===== src/rtl/norm_shift_ctrl.sv =====
// Multi-cycle FP mantissa normalizer: left-shifts up to MAX_STEP bits per cycle
// until the MSB is set or the exponent reaches 1, with valid/ready on both sides.

module SHF_unit #(
   parameter int unsigned LEFT_RIGHT = 0,
   parameter int unsigned SIZE_DATA  = 24,
   parameter int unsigned SIZE_SHIFT = 5
) (
   input  logic [SIZE_DATA-1:0]  i_data,
   input  logic [SIZE_SHIFT-1:0] i_shift,
   output logic [SIZE_DATA-1:0]  o_data
);
   generate
      if (LEFT_RIGHT == 0) begin : g_left
         assign o_data = i_data << i_shift;
      end else begin : g_right
         assign o_data = i_data >> i_shift;
      end
   endgenerate
endmodule

module norm_shift_ctrl #(
   parameter int unsigned SIZE_DATA  = 24,
   parameter int unsigned SIZE_EXP   = 8,
   parameter int unsigned SIZE_SHIFT = 5,
   parameter int unsigned MAX_STEP   = 8
) (
   input  logic                  i_clk,
   input  logic                  i_rst,
   input  logic                  i_valid,
   output logic                  o_ready,
   input  logic [SIZE_DATA-1:0]  i_mant,
   input  logic [SIZE_EXP-1:0]   i_exp,
   output logic                  o_valid,
   input  logic                  i_ready,
   output logic [SIZE_DATA-1:0]  o_mant,
   output logic [SIZE_EXP-1:0]   o_exp,
   output logic [SIZE_SHIFT-1:0] o_shift_total,
   output logic                  o_zero,
   output logic                  o_denorm
);

   // Compare width wide enough for both the exponent and the shift amount
   localparam int unsigned CW = ((SIZE_EXP > SIZE_SHIFT) ? SIZE_EXP : SIZE_SHIFT) + 1;

   localparam logic [1:0] ST_IDLE  = 2'd0;
   localparam logic [1:0] ST_SHIFT = 2'd1;
   localparam logic [1:0] ST_DONE  = 2'd2;

   logic [1:0]            state_q,  state_d;
   logic [SIZE_DATA-1:0]  mant_q,   mant_d;
   logic [SIZE_EXP-1:0]   exp_q,    exp_d;
   logic [SIZE_SHIFT-1:0] total_q,  total_d;
   logic                  zero_q,   zero_d;
   logic                  denorm_q, denorm_d;

   logic [SIZE_SHIFT-1:0] lz;
   logic                  lz_found;
   logic [CW-1:0]         limit, need, step_w;
   logic [SIZE_SHIFT-1:0] step;
   logic [SIZE_DATA-1:0]  shf_out;

   // Leading-zero count of the working mantissa
   always_comb begin
      lz       = '0;
      lz_found = 1'b0;
      for (int i = int'(SIZE_DATA) - 1; i >= 0; i--) begin
         if (!lz_found) begin
            if (mant_q[i]) lz_found = 1'b1;
            else           lz = lz + SIZE_SHIFT'(1);
         end
      end
   end

   // Shift needed is bounded by the exponent floor of 1, then by the per-cycle cap
   always_comb begin
      limit  = CW'(exp_q) - CW'(1);
      need   = (CW'(lz) < limit) ? CW'(lz) : limit;
      step_w = (need > CW'(MAX_STEP)) ? CW'(MAX_STEP) : need;
      step   = SIZE_SHIFT'(step_w);
   end

   SHF_unit #(
      .LEFT_RIGHT (0),
      .SIZE_DATA  (SIZE_DATA),
      .SIZE_SHIFT (SIZE_SHIFT)
   ) u_shf (
      .i_data  (mant_q),
      .i_shift (step),
      .o_data  (shf_out)
   );

   always_ff @(posedge i_clk) begin
      if (i_rst) begin
         state_q  <= ST_IDLE;
         mant_q   <= '0;
         exp_q    <= '0;
         total_q  <= '0;
         zero_q   <= 1'b0;
         denorm_q <= 1'b0;
      end else begin
         state_q  <= state_d;
         mant_q   <= mant_d;
         exp_q    <= exp_d;
         total_q  <= total_d;
         zero_q   <= zero_d;
         denorm_q <= denorm_d;
      end
   end

   always_comb begin
      state_d  = state_q;
      mant_d   = mant_q;
      exp_d    = exp_q;
      total_d  = total_q;
      zero_d   = zero_q;
      denorm_d = denorm_q;
      case (state_q)
         ST_IDLE: begin
            if (i_valid) begin
               mant_d   = i_mant;
               exp_d    = i_exp;
               total_d  = '0;
               zero_d   = 1'b0;
               denorm_d = 1'b0;
               if (i_mant == '0) begin
                  exp_d   = '0;
                  zero_d  = 1'b1;
                  state_d = ST_DONE;
               end else if (i_exp == '0) begin
                  denorm_d = ~i_mant[SIZE_DATA-1];
                  state_d  = ST_DONE;
               end else begin
                  state_d = ST_SHIFT;
               end
            end
         end
         ST_SHIFT: begin
            mant_d  = shf_out;
            exp_d   = exp_q - SIZE_EXP'(step_w);
            total_d = total_q + step;
            if (step_w == need) begin
               denorm_d = ~shf_out[SIZE_DATA-1];
               state_d  = ST_DONE;
            end
         end
         ST_DONE: begin
            if (i_ready) state_d = ST_IDLE;
         end
         default: state_d = ST_IDLE;
      endcase
   end

   assign o_ready       = (state_q == ST_IDLE);
   assign o_valid       = (state_q == ST_DONE);
   assign o_mant        = mant_q;
   assign o_exp         = exp_q;
   assign o_shift_total = total_q;
   assign o_zero        = zero_q;
   assign o_denorm      = denorm_q;

endmodule


===== config.mk =====
export PLATFORM = sky130hd
export DESIGN_NAME = norm_shift_ctrl
export DESIGN_NICKNAME = d
export VERILOG_FILES = /design/src/rtl/norm_shift_ctrl.sv
export SDC_FILE = /design/constraint.sdc
export NUM_CORES = 1
export LEC_CHECK = 0
export BUFFER_PORTS_ARGS = -buffer_cell sky130_fd_sc_hd__buf_2
export CAP_MARGIN = 10
export CORE_UTILIZATION = 55
export CTS_CLUSTER_SIZE = 16
export DETAILED_ROUTE_END_ITERATION = 6
export PLACE_DENSITY = 0.85
export RECOVER_POWER = 50
export SLEW_MARGIN = 20
export SYNTH_ARGS = -nofsm -noshare
export SYNTH_HDL_FRONTEND = slang
export SYNTH_SLANG_ARGS = --single-unit

===== constraint.sdc =====
create_clock -name i_clk -period 16.48 [get_ports i_clk]
set_clock_uncertainty 0.1 [all_clocks]
set_input_delay 0.824 -clock i_clk [delete_from_list [all_inputs] [get_ports i_clk]]
set_output_delay 0.824 -clock i_clk [all_outputs]
set_load 0.05 [all_outputs]

# Word-level counts from Yosys, hierarchy flattened
# Index checks and enable logic that the tools add are counted.
# totals
ff_bits,41
inputBits,36
out_inout_bits,41
wordCells,164
# classes
add_sub_neg,26
n_lt_le_gt_ge,2
n_eq_ne,6
shift,1
mux,113
bitwise_logic,2
reduce_logical,8
# ops
cell,n
$mux W5,47
$add A5 B1 Y5 const B,23
$mux W1,51
$pmux W24 S2,1
$logic_not A24 Y1,1
$mux W24,1
$shl A24 B5 Y24,1
$mux W9,2
$mux W8,2
$pmux W8 S2,1
$mux W2,5
$pmux W5 S2,1
$eq A9 B9 Y1,1
$gt A9 B4 Y1 const B,1
$lt A5 B9 Y1,1
$sub A8 B1 Y9 const B,1
$logic_not A8 Y1,1
$sub A8 B8 Y8,1
$pmux W2 S3,1
$reduce_and A3 Y1,2
$add A5 B5 Y5,1
$ne A2 B2 Y1 const B,2
$reduce_and A2 Y1,2
$eq A2 B1 Y1 const B,1
6 further kinds,7

# Longest topological paths before layout
# Gate-level depths: netlist of run 1.
# depth
depth_word,78
mapped_depth,97
depth_no_buf,94

# By module
# A second synthesis of run 1 with hierarchy kept.
# unflattened
cells_unflattened,799
hier_area_um2,6084.6
# by_module_without_submodules
module,n_inst,cells_each,area_each_um2,seq_area_each_um2
norm_shift_ctrl,1,675,4981.0,820.8
SHF_unit,1,124,1103.6,0.0

# Worst setup path before layout of run 1
# Ideal clock, no wire load.
# synth_path
path_type,reg-to-reg
startpoint,"register mant_q[21], in the netlist o_mant[21]"
endpoint,"register exp_q[7], in the netlist o_exp[7]"
setup_time_ns,0.128
arrival_time_ns,18.059
required_ns,16.252
setup_slack_ns,-1.806
stages_incl_launch_ff,95
path_buffers,4
synth_period_minus_slack_ns,18.286
cell_sequence,dfxtp_1 > buf_2 > a21o_1 > inv_1 > ha_1 > o31a_1 > ha_1 > mux2_2 > o31a_1 > ha_1 > nand3_1 > nand2_1 > ha_1 > mux2i_1 > o21ai_0 > ha_1 > nor2_1 > nor2_1 > (+59 left out) > o22a_1 > buf_6 > inv_6 > and2_1 > buf_6 > inv_4 > buf_2 > ha_1 > nor2b_1 > o21ai_0 > nand2b_1 > a21o_1 > a21o_1 > a21o_1 > nand2_1 > a41oi_1 > o22ai_1 > nor2_1
# synth_via
elab_chain_cells,71
word_cells_on_any_way,93
classes_between,add/sub: 22; order compare: 2; mux: 69
# synth_rtl
item,line,text
start: declaration,51,"logic [SIZE_DATA-1:0] mant_q, mant_d;"
start signal: assignment,103,mant_q <= mant_d;
$mux W5,69,if (mant_q[i]) lz_found = 1'b1;
$mux W5,68,if (!lz_found) begin
$add A5 B1 Y5,70,else lz = lz + SIZE_SHIFT'(1);
$mux W5,69,
$mux W5,68,
$add A5 B1 Y5,70,
$mux W5,69,
$mux W5,68,
(+55 left out),-,
$mux W5,69,
$mux W5 *,68,
$lt A5 B9 Y1,78,need = (CW'(lz) < limit) ? CW'(lz) : limit;
$mux W9 *,78,
$gt A9 B4 Y1,79,step_w = (need > CW'(MAX_STEP)) ? CW'(MAX_STEP) : need;
$mux W9 *,79,
$sub A8 B8 Y8 *,140,exp_d = exp_q - SIZE_EXP'(step_w);
$pmux W8 S2 *,118,case (state_q)
end signal: assignment,104,exp_q <= exp_d;
end: declaration,52,"logic [SIZE_EXP-1:0] exp_q, exp_d;"
# Mark *: on every way between the ends. The rest lies on a longest branch, timed or not.
# A chain may end at the register's enable or synchronous reset.

# Final worst setup path of run 1
# layout_path
startpoint,"register mant_q[22], in the netlist o_mant[22]"
endpoint,"register exp_q[7], in the netlist o_exp[7]"
# layout_via
elab_chain_cells,74
word_cells_on_any_way,97
classes_between,add/sub: 23; order compare: 2; mux: 72
# layout_rtl
item,line
$mux W5,69
$mux W5,68
$add A5 B1 Y5,70
$mux W5,69
$mux W5,68
$add A5 B1 Y5,70
$mux W5,69
$mux W5,68
(+58 left out),-
$mux W5,69
$mux W5 *,68
$lt A5 B9 Y1,78
$mux W9 *,78
$gt A9 B4 Y1,79
$mux W9 *,79
$sub A8 B8 Y8 *,140
$pmux W8 S2 *,118
# Marks and branches as above.

==> flow_summary_export.csv, run 1 <==
group,metric,value,unit
clocking,cts_made_buffers,5,
global_routing,grt_busiest_layer,"met2",
sta,setup_viol,39,
clocking,clk_pin_slew_worst_paths,0.06,ns
layout,diodes,0,
critical_path,end_kind,"flop",
detailed_routing,post_drt_wl_per_cell,20.88,um
critical_path,cp_common_cell,"ha_4",
detailed_routing,drcViolationCount,28,
sta,rsz0062_at_grt,"true",
die,die-width,110.2,um
critical_path,critPathKind,"reg2reg",
run,cap_viol_max_count,0,
placed_design,hpwl,15980,um
yosys,avgSynthCellArea,7.124,sq um
layout,final_cells,1216,
die,die_h,110.2,um
yosys,synth_cell_type_count,85,
clocking,cts_tree,"yes",
yosys,synth-edff-count,0,
global_routing,grt_max_degree,38,
die,num_io_pins,77,
yosys,syn-cell-area,0.006440,sq mm
worst_hold_path,worst_hold_path_type,"reg2reg",
detailed_routing,antenna_left,0,
outcome,outcome,"finished with violations",
die,placementRows,39,
yosys,ys.flop_type,"dfxtp_1",
yosys,synth_common_cells,"nor2_1 (119), nand2_1 (82), a21oi_1 (53)",
global_routing,antenna_found_initial,0,
global_routing,met2_usage,60.27,%
critical_path,setup.reg_to_reg.worst_slack,-0.96,ns
sta,finalHoldViolCount,0,
yosys,synth_seq_cells,41,
critical_path,required,16.60,ns
layout,fill_cells,764,
clocking,root_buffer,"clkbuf_16",
critical_path,crit_fanout,4,
yosys,yosys_warnings,0,
detailed_routing,dr.pass1.iters,7,
die,start_util,56.40,%
critical_path,max_stage_delay,0.47,ns
clocking,clk_latency,0.29,ns
yosys,synth_top_area_cell,"dfxtp_1",
detailed_routing,drt_iter0_markers,1313,
sta,report.final.slew_viol_count,0,
clocking,cts_max_level,2,
global_routing,met3_usage,4.468,%
global_routing,grt.total_usage,35.56,%
global_routing,overflow,0,
global_routing,grt_pass1_vias,7099,
layout,num-nets-final,1148,
yosys,yosys-top-cells-area,"dfxtp_1 (13%), ha_1 (7.4%), nor2_1 (6.9%)",
outcome,violations,"DRC, setup timing",
layout,areaGrowthSynthToFinish,34.10,%
sta,maxSlewHeadroom,33.95,%
yosys,seq_area_frac_synth,12.75,%
detailed_routing,via_per_inst,6.905,
placed_design,portBuffers,76,
die,fp.dieArea,0.01215,sq mm
critical_path,critPathLaunchType,"flop",
yosys,synth.most_common_cell,"nor2_1",
placed_design,place.gp.congestion,0.9657,
layout,drive_above_1_share,30.29,%
detailed_routing,vias,8396,
placed_design,dp.cells,1152,
critical_path,cpMaxStageDelayCell,"or4_4",
global_routing,grt_pass1_wl,34170,um
yosys,ys_async_sr_fraction,0,%
detailed_routing,drt-total-wl,25390,um
sta,period_minus_slack,17.44,ns
yosys,synth_top_area_share,12.75,%
global_routing,use_met1,44.26,%
sta,timing.fmax,0.05733,GHz
sta,worstMarginPinSlew,0.9817,ns
sta,finalWorstSetupSlack,-0.9620,ns
die,core_area,0.01142,sq mm
sta,final.period_utilization,105.8,%
clocking,clock_path_buffers,2,
yosys,synthCells,904,
critical_path,arrival,17.56,ns
clocking,cts_sinks,41,
## final timing paths
kind / startpoint / to / depth (start not counted)
setup / recovery: o_mant[22] / o_exp[7] / 92
hold / removal: o_shift_total[4] / o_shift_total[4] / 1
setup reg to reg: o_mant[22] / o_exp[7] / 92
hold reg to reg: o_shift_total[4] / o_shift_total[4] / 1
## per-layer routing
layer,up-vias,part of all wire (%)
met5,-,0
met4,0,7.9
met3,229,11
met2,712,44
met1,3790,37
li1,3665,-
## final cells by class
class                   count  area (sq um)  share of cell area, %
clock buffers               6         128.9                  1.492
clock inverters             2         38.79                 0.4491
inverters                  37         148.9                  1.724
multi-input cells         777          5856                  67.81
well taps                 143         178.9                  2.072
flip-flops and latches     41         829.5                  9.606
repair buffers            210          1455                  16.85
## stage by stage
stage / setup slack, ns / cell area [sq um] / utilization [%] / setup TNS, ns / hold slack, ns
2_1_floorplan: -0.6755 / 6689 / - / -2.698 / 0.4757
3_3_place_gp: -0.2810 / 7599 / 66.55 / -1.007 / 0.3477
3_5_place_dp: -0.8000 / 7599 / 66.55 / -15.05 / 0.3612
4_1_cts: -0.2712 / 7996 / 70.03 / -1.352 / 0.3741
5_1_grt: -1.650 / 8636 / 75.63 / -50.49 / 0.4037
6_report: -0.9620 / 8636 / 75.63 / -26.01 / 0.3843
## logic make-up (layout without fill, tap and decap cells)
family / after synthesis / after routing / share of synthesized area (%)
xor gates and xnor gates: 54 / 54 / 8.490
other: 1 / 4 / 0.05823
AOI/OAI and AO/OA: 232 / 232 / 24.54
buffers and inverters: 89 / 255 / 5.732
muxes: 57 / 57 / 9.850
adders and majority gates: 46 / 46 / 8.937
and+or+nand+nor: 384 / 384 / 29.65
DFF: 41 / 41 / 12.75
## what timing repair did
| item | in CTS | in global routing |
|---|---|---|
| pin swaps | 37 | 45 |
| gates cloned | 0 | 1 |
| resized for setup | 31 | 67 |
| buffers inserted | 17 | 40 |
| hold buffers | 0 | 0 |
| endpoints found under the setup margin | 38 | 40 |
## sequential cells by signal, indices dropped and copies added, names as in the netlist
register and cells:
o_denorm 1, o_zero 1, o_shift_total 5, o_mant 24, state_q 2, o_exp 8
## critical path, delay by kind of cell, from the launching register on
kind / cells / cell delay, ns
buf+inv: 5 / 0.42
compound gates: 23 / 3.65
xor+xnor: 1 / 0.17
simple gates: 22 / 2.78
fa+ha+maj: 23 / 5.84
mux: 18 / 4.04
flops: 1 / 0.37
## cells in the final DEF (no fill, tap or decap), types with 8 or more instances in the layout
| cell | netlist | final |
|---|---|---|
| a211oi_1 | 16 | 14 |
| a21o_1 | 19 | 19 |
| a21oi_1 | 53 | 44 |
| a21oi_2 | 0 | 9 |
| a221oi_1 | 19 | 17 |
| a22oi_1 | 11 | 10 |
| a311oi_1 | 11 | 11 |
| and2_1 | 10 | 8 |
| and3_1 | 14 | 13 |
| buf_2 | 7 | 61 |
| buf_4 | 1 | 119 |
| buf_6 | 2 | 9 |
| clkbuf_1 | 38 | 17 |
| dfxtp_1 | 41 | 38 |
| ha_1 | 38 | 21 |
| ha_4 | 0 | 17 |
| inv_1 | 33 | 30 |
| mux2_4 | 3 | 14 |
| mux2i_1 | 35 | 31 |
| nand2_1 | 82 | 76 |
| nand2b_1 | 18 | 16 |
| nand3_1 | 24 | 22 |
| nand4_1 | 10 | 10 |
| nor2_1 | 119 | 114 |
| nor2b_1 | 16 | 16 |
| nor3_1 | 27 | 27 |
| nor4_1 | 16 | 15 |
| o21ai_0 | 34 | 20 |
| o21ai_1 | 10 | 19 |
| xnor2_1 | 36 | 35 |
| xor2_1 | 12 | 12 |
Power of run 1 is not shown: default switching activity piles up to over one toggle a cycle in this logic, so the estimate is an artifact.
==> inputs of run 2 (changes only) <==
--- a/config.mk
+++ b/config.mk
@@ -7,10 +7,10 @@
 export LEC_CHECK = 0
 export BUFFER_PORTS_ARGS = -buffer_cell sky130_fd_sc_hd__buf_2
 export CAP_MARGIN = 10
-export CORE_UTILIZATION = 55
+export CORE_UTILIZATION = 35
 export CTS_CLUSTER_SIZE = 16
 export DETAILED_ROUTE_END_ITERATION = 6
-export PLACE_DENSITY = 0.85
+export PLACE_DENSITY = 0.6
 export RECOVER_POWER = 50
 export SLEW_MARGIN = 20
 export SYNTH_ARGS = -nofsm -noshare
==> run 2 against run 1 <==
  * The flow finishes with violations (setup timing)
  * Final cell count is 9.7% higher
  * Die area is 56% higher
  * Via count is 6.5% lower
  * Critical path type unchanged
  * Critical endpoint unchanged
  * Largest cell class unchanged
==> flow_summary_export.csv, run 2 (synthesized netlist as in run 1, its figures left out) <==
group,metric,value,unit
run,cap_viol_max_count,0,
global_routing,overflow,0,
detailed_routing,drcViolationCount,0,
layout,fill_cells,1745,
layout,num-nets-final,1181,
placed_design,place.gp.congestion,0.9153,
sta,rsz0062_at_grt,"true",
clocking,cts_sinks,41,
critical_path,end_kind,"flop",
sta,period_minus_slack,17.22,ns
detailed_routing,drt_iter0_markers,701,
global_routing,antenna_found_initial,0,
critical_path,cpMaxStageDelayCell,"or4_4",
clocking,clock_path_buffers,2,
critical_path,max_stage_delay,0.48,ns
clocking,clk_pin_slew_worst_paths,0.06,ns
detailed_routing,drt-total-wl,24520,um
critical_path,required,16.53,ns
layout,utilization,51.11,%
layout,areaGrowthSynthToFinish,43.05,%
die,start_util,35.73,%
layout,largest_register_ff_count,24,
die,fp.dieArea,0.01895,sq mm
global_routing,grt_pass1_vias,7051,
detailed_routing,post_drt_wl_per_cell,18.38,um
critical_path,critPathKind,"reg2reg",
global_routing,grt_max_degree,38,
detailed_routing,via_per_inst,5.887,
critical_path,crit_fanout,4,
placed_design,hpwl,17060,um
sta,worstMarginPinSlew,1.008,ns
layout,diodes,0,
sta,final.period_utilization,104.5,%
critical_path,critPathLaunchType,"flop",
clocking,cts.hold.buffers_added,0,
die,num_io_pins,77,
sta,timing.fmax,0.05806,GHz
layout,layout_common_cells,"buf_4 (125), nor2_1 (109), nand2_1 (72)",
detailed_routing,antenna_left,0,
outcome,violations,"setup timing",
detailed_routing,dr.pass1.iters,6,
sta,report.final.slew_viol_count,0,
die,placementRows,49,
clocking,root_buffer,"clkbuf_16",
clocking,clk_latency,0.29,ns
detailed_routing,vias,7853,
sta,maxSlewHeadroom,32.54,%
die,die-width,137.6,um
clocking,cts_tree,"yes",
clocking,cts_made_buffers,5,
clocking,cts_max_level,2,
outcome,outcome,"finished with violations",
die,core_area,0.01802,sq mm
layout,drive_above_1_share,33.67,%
global_routing,grt_pass1_wl,36560,um
die,die_h,137.6,um
global_routing,grt.total_usage,24.22,%
placed_design,portBuffers,76,
sta,finalWorstSetupSlack,-0.7442,ns
worst_hold_path,worst_hold_path_type,"reg2reg",
sta,setup_viol,38,
sta,finalHoldViolCount,0,
critical_path,arrival,17.28,ns
layout,final_common_cell,"buf_4",
[run 2: cell count changes in the layout (fill, tap and decap cells not counted), moves of 4 or more]
cell / before / now
buf_12: 2 / 6
nor2_1: 114 / 109
buf_4: 119 / 125
buf_2: 61 / 56
clkbuf_1: 17 / 22
buf_6: 9 / 28
nand2_1: 76 / 72
[run 2: path summary, 6_finish.rpt]
path | startpoint | cells after the start | end | slack [ns]
setup / recovery | o_mant[22] | 92 | o_exp[7] | -0.74
setup reg to reg | o_mant[22] | 92 | o_exp[7] | -0.74
hold / removal | o_zero | 2 | o_zero | 0.36
hold reg to reg | o_zero | 2 | o_zero | 0.36
[run 2: layout make-up]
type | count | area, sq um | area share (%)
Sequential cell | 41 | 829.5 | 9.004
Timing Repair Buffer | 243 | 1843 | 20.01
Inverter | 37 | 151.4 | 1.643
Multi-Input combinational cell | 777 | 5968 | 64.78
Clock buffer | 6 | 128.9 | 1.399
Clock inverter | 1 | 5.005 | 0.05433
Tap cell | 229 | 286.5 | 3.110
[run 2: metal layers]
metal / track usage, % / up-vias / part of all wire (%)
li1: - / 3746 / -
met2: 41.18 / 355 / 47
met3: 2.907 / 93 / 6.0
met4: 9.096 / 0 / 4.4
met5: 0 / - / 0
met1: 31.03 / 3659 / 42
[run 2: critical path, delay by kind of cell (launching register included)]
family	cells	cell delay (ns)
buffers and inverters	4	0.22
and+or+nand+nor	21	2.68
xor gates and xnor gates	1	0.20
muxes	17	3.61
adders and majority gates	23	5.75
DFF	1	0.37
AOI/OAI and AO/OA	26	4.16
[run 2: what timing repair did]
item | 4_1_cts | 5_1_grt
pin swaps | 29 | 57
endpoints found under the hold margin | 0 | 0
buffers inserted | 20 | 47
setup endpoints to repair | 38 | 40
cloned | 0 | 3
gates resized for setup | 23 | 147
[run 2: stage by stage]
stage | instances | setup TNS, ns | setup slack (ns) | cell area [sq um] | hold slack [ns]
floorplan | 907 | -2.698 | -0.6755 | 6689 | 0.4757
global placement | 1258 | -5.094 | -0.5274 | 7856 | 0.3480
detailed placement | 1258 | -13.20 | -0.7652 | 7856 | 0.3506
CTS | 1284 | -1.310 | -0.2557 | 8214 | 0.3604
global route | 1334 | -43.42 | -1.623 | 9213 | 0.4062
finish | 1334 | -11.40 | -0.7442 | 9213 | 0.3619
Power of run 2 is left out for the same reason.
